**config.mk**
```make
export PLATFORM = sky130hd
export DESIGN_NAME = sfq_clocked_gate
export DESIGN_NICKNAME = d
export VERILOG_FILES = /design/src/rtl/sfq_gate_pkg.sv /design/src/rtl/sfq_pulse_delay.sv /design/src/rtl/sfq_clocked_gate.sv
export SDC_FILE = /design/constraint.sdc
export NUM_CORES = 1
export LEC_CHECK = 0
export CAP_MARGIN = 15
export CORE_UTILIZATION = 50
export CTS_BUF_LIST = sky130_fd_sc_hd__clkbuf_4 sky130_fd_sc_hd__clkbuf_8
export DETAILED_ROUTE_END_ITERATION = 10
export PLACE_DENSITY = 0.89
export SLEW_MARGIN = 5
export SYNTH_ARGS = -nofsm -noshare
export SYNTH_HDL_FRONTEND = slang
export SYNTH_SLANG_ARGS = --single-unit
```
**constraint.sdc**
```tcl
create_clock -name clk -period 5.3 [get_ports clk]
set_input_delay 1.59 -clock clk [delete_from_list [all_inputs] [get_ports clk]]
set_output_delay 1.59 -clock clk [all_outputs]
set_load 0.005 [all_outputs]
```
**src/rtl/sfq_gate_pkg.sv**
```systemverilog
// sfq_gate_pkg: shared constants and helpers for clocked SFQ gate models
package sfq_gate_pkg;

  localparam int MODE_AND = 0;
  localparam int MODE_OR  = 1;
  localparam int MODE_XOR = 2;
  localparam int MODE_MAJ = 3;
  localparam int MAX_N    = 16;

  // Width of an age counter that saturates at setup; never narrower than one bit.
  function automatic int sfq_age_w(input int setup);
    return (setup < 1) ? 1 : $clog2(setup + 1);
  endfunction

  // Gate function over the low n bits; bits at or above n are ignored.
  function automatic logic sfq_eval(input int mode, input logic [MAX_N-1:0] bits, input int n);
    int ones;
    ones = 0;
    for (int i = 0; i < MAX_N; i++)
      if (i < n && bits[i]) ones++;
    return (mode == MODE_AND) ? (ones == n) :
           (mode == MODE_OR)  ? (ones > 0) :
           (mode == MODE_XOR) ? ones[0] :
                                (2 * ones > n);
  endfunction

endpackage

```
**src/rtl/sfq_pulse_delay.sv**
```systemverilog
// sfq_pulse_delay: LATENCY-deep 1-bit pulse shift line with asynchronous clear
module sfq_pulse_delay #(
  parameter int LATENCY = 3
) (
  input  logic clk,
  input  logic rst,
  input  logic din,
  output logic dout
);

  logic [LATENCY-1:0] sr;
  logic [LATENCY:0]   nxt;

  assign nxt  = {sr, din};
  assign dout = sr[LATENCY-1];

  // shift the pulse one stage per cycle; reset drops anything in flight
  always_ff @(posedge clk or posedge rst)
    if (rst) sr <= '0;
    else sr <= nxt[LATENCY-1:0];

endmodule

```
**src/rtl/sfq_clocked_gate.sv**
```systemverilog
// sfq_clocked_gate: N-input clocked RSFQ gate with double-pulse and setup checks
module sfq_clocked_gate
  import sfq_gate_pkg::*;
#(
  parameter int N       = 2,
  parameter int MODE    = 0,
  parameter int SETUP   = 2,
  parameter int LATENCY = 3,
  parameter int ERR_W   = 8
) (
  input  logic             clk,
  input  logic             rst,
  input  logic [N-1:0]     din,
  input  logic             sclk,
  output logic             dout,
  output logic [N-1:0]     stored,
  output logic             err_double,
  output logic             err_setup,
  output logic [ERR_W-1:0] err_cnt
);

  localparam int AW = sfq_age_w(SETUP);
  localparam logic [AW-1:0] AGE_MAX = AW'(SETUP);

  logic [N-1:0] dbl;
  logic [N-1:0] viol;
  logic         fire;
  logic [ERR_W:0] cnt_sum;

  for (genvar i = 0; i < N; i++) begin : g_in
    logic          st;
    logic [AW-1:0] age;
    logic          set_new;
    // a pulse is accepted into an empty input, or alongside sclk which empties it first
    assign set_new   = din[i] & (sclk | ~st);
    assign dbl[i]    = din[i] & st & ~sclk;
    assign viol[i]   = (SETUP > 0) && sclk && st && (int'(age) + 1 < SETUP);
    assign stored[i] = st;
    // per-input pulse latch and arrival age; age counts cycles since the pulse landed
    always_ff @(posedge clk or posedge rst)
      if (rst) begin
        st  <= 1'b0;
        age <= '0;
      end else begin
        st  <= set_new | (st & ~sclk);
        age <= set_new ? '0 : (st && age != AGE_MAX) ? age + 1'b1 : age;
      end
  end

  assign cnt_sum = {1'b0, err_cnt} + (ERR_W+1)'(|dbl) + (ERR_W+1)'(|viol);

  // evaluate on sclk from pre-edge state; register error pulses and saturating count
  always_ff @(posedge clk or posedge rst)
    if (rst) begin
      fire       <= 1'b0;
      err_double <= 1'b0;
      err_setup  <= 1'b0;
      err_cnt    <= '0;
    end else begin
      fire       <= sclk && sfq_eval(MODE, MAX_N'(stored), N);
      err_double <= |dbl;
      err_setup  <= |viol;
      err_cnt    <= cnt_sum[ERR_W] ? '1 : cnt_sum[ERR_W-1:0];
    end

  sfq_pulse_delay #(.LATENCY(LATENCY)) u_dly (
    .clk  (clk),
    .rst  (rst),
    .din  (fire),
    .dout (dout)
  );

endmodule
```
==> impl_metrics.ini <==
[yosys]
async_flop_share = 1.00
synth_seq_cells = 20
syn_inst = 86
synth.top_cell.area_share = 0.533
ys_warn_count = 0
syn_area_um2 = 938
ys_types = 28
synth.top_cells.by_count = dfrtp_1 (20), inv_1 (12), a21oi_1 (6)
avgSynthCellArea_um2 = 10.9
synthFlopType = dfrtp_1
synthTopCellsByArea = dfrtp_1 (53%), ha_1 (6.7%), inv_1 (4.8%)
yosys.area.top_type = dfrtp_1
ys_seq_area_frac = 0.533
syn-num-nets = 97
synth.most_common_cell = dfrtp_1
synth-edff-count = 0

[worst_setup_path]
path_class = in2reg
path_delay_family = buffers and inverters
cp_max_fo = 8
crit_arrival_ns = 3.64
crit_path_cell_trace = clkdlybuf4s50_1 -> and2_1 -> inv_1 -> fa_1 -> and4b_4 -> nand4_2 -> mux2_4
cp.buffers_inverters = 2
slowest_delay_ns = 0.61
startpoint = sclk
crit_path_end_kind = register
rr_startpoint = g_in[0].age[1]$_DFFE_PP0P_
cp_slowest_cell = clkdlybuf4s50_1
critPathRequiredTime_ns = 5.49
worst_setup_path_start_kind = primary input

[timing]
rsz0062_at_grt = false
fin_ws_ns = 1.86
min_period_ns = 3.44
relSlewSlack = 0.501
max_freq_ghz = 0.290
tns_ns = 0
finalSetupViolations = 0
min_period_over_period = 0.650
maxSlewViolCount = 0
whs_ns = 0.365
clock_skew_ns = 0.00385
hold_viol_final = 0
worstMarginPinSlew_ns = 0.747

[grt]
grt_pass1_vias = 667
grt_pass1_wl_mm = 2.71
antenna_found_initial = 0
grtUsageTotal = 0.194
grt_overflow = 0
grt_max_degree = 21

[final_layout]
nNetsFinal = 117
drive_gt1_frac = 0.0857
seq_area_um2 = 500
fin_area_um2 = 1160
diodes = 0
final.fill_count = 147
multi_input_area_um2 = 378
layout.cells.non_filler = 130
area_growth_pct = 23.7
fin_util = 0.665

[status]
status = finished, final reports clean

[clock_network]
cts.sinks = 20
hold_buffers = 0
htreeDepth = 1
cts_setup_buffers = 0
clk_pin_slew_worst_paths_ns = 0.11
clk_latency_ns = 0.30
cts_resized = 0
cts_buffer_depth = 2
cts_buffers = 3
cts_tree = yes
ctsRootBufferMaster = clkbuf_4

[power_and_ir_drop]
p_comb_frac = 0.394
pwr-share-clk = 0.154
leakage_nw = 0.554
p_switching_uw = 193
p_int_uw = 371
irDropWorstVdd_v = 0.000258
pwr-share-seq = 0.452
p_total_uw = 564
power_switching_share = 0.343
p_per_area_nw_per_um2 = 486

[route]
drt_iter0_drc = 18
vias = 710
first_pass_iters = 4
drt_wl_total_mm = 1.65
wl_per_cell_um = 12.7
post_drt_via_cell_ratio = 5.46
antenna_left = 0
route.detailed.drc = 0

[worst_hold_path]
min_from = u_dly.sr[1]$_DFF_PP0_
hp-class = reg2reg

[placement]
dpl_cell_area_um2 = 1120
dp_hpwl_mm = 1.30
gp_congestion = 0.832
dp_cells = 126
io_buffers = 17
preCtsSetupSlack_ns = 1.54

[floorplanning]
rows = 15
die_w_um = 45.3
start_util = 0.538
die_y_um = 45.3
coreArea_um2 = 1750
die_area_um2 = 2050
io_pins = 18

[run]
maxCapViolCount = 0
[final timing paths]
kind	endpoint	slack (ns)	depth (start not counted)
setup reg to reg	err_cnt[7]$_DFF_PP0_	3.04	9
setup / recovery	err_cnt[7]$_DFF_PP0_	1.86	7
max in group asynchronous	err_cnt[4]$_DFF_PP0_	3.11	2
hold / removal	u_dly.sr[2]$_DFF_PP0_	0.37	0
hold reg to reg	u_dly.sr[2]$_DFF_PP0_	0.37	0
min in group asynchronous	g_in[1].age[1]$_DFFE_PP0P_	1.72	2
[worst reg2reg max path, delay by kind of cell, from the launching register on]
family	cells	cell delay, ns
simple gates	3	0.61
fa+ha+maj	2	0.55
flops	1	0.40
mux	1	0.31
buf+inv	2	0.16
compound gates	1	0.12
[flip-flops by register name, indices dropped and copies added, names as in the netlist]
name        count
g_in.st         2
err_cnt         8
u_dly.sr        3
g_in.age        4
err_setup       1
fire            1
err_double      1
[final cells by class]
type | count | share of cell area
multi-input combinational | 52 | 0.325
clock buffer | 4 | 0.0313
inverter | 12 | 0.0388
tap | 25 | 0.0269
sequential | 20 | 0.431
timing repair buffer | 17 | 0.147
[layer usage]
layer  vias up  track usage  wire [um]
met5         -            0          0
met4         0        0.103         30
met3         5       0.0480         62
met2        17        0.359        901
met1       357        0.196        658
li1        331            -          -
[power groups by stage]
stage          registers (mW)  clock network, mW  logic, mW
2_1_floorplan           0.250                  0      0.125
3_3_place_gp            0.254                  0      0.208
3_5_place_dp            0.259                  0      0.224
4_1_cts                 0.256             0.0893      0.226
5_1_grt                 0.262             0.0953      0.249
6_report                0.255             0.0868      0.222
[layout by cell type, fill, tap and decap left out, types with 2 or more instances in the layout]
| cell | count |
|---|---|
| dfrtp_1 | 20 |
| clkbuf_4 | 3 |
| nor2_1 | 4 |
| clkdlybuf4s50_1 | 17 |
| ha_1 | 5 |
| a31oi_1 | 2 |
| a21oi_1 | 6 |
| nand2_1 | 5 |
| xnor2_1 | 2 |
| a22oi_1 | 2 |
| inv_1 | 12 |
| o21ai_0 | 4 |
| nor2b_1 | 2 |
| and3_2 | 2 |
| nand2b_1 | 4 |
[logic make-up (layout without fill, tap and decap cells)]
family / after synthesis / in the layout / synth area share
muxes: 1 / 1 / 0.0160
AOI/OAI and AO/OA: 19 / 19 / 0.127
buffers and inverters: 14 / 33 / 0.0640
DFF: 20 / 20 / 0.533
xor gates and xnor gates: 2 / 2 / 0.0187
adders and majority gates: 6 / 6 / 0.0880
and+or+nand+nor: 24 / 24 / 0.153
Note: power is estimated with default switching activity, not from simulation.
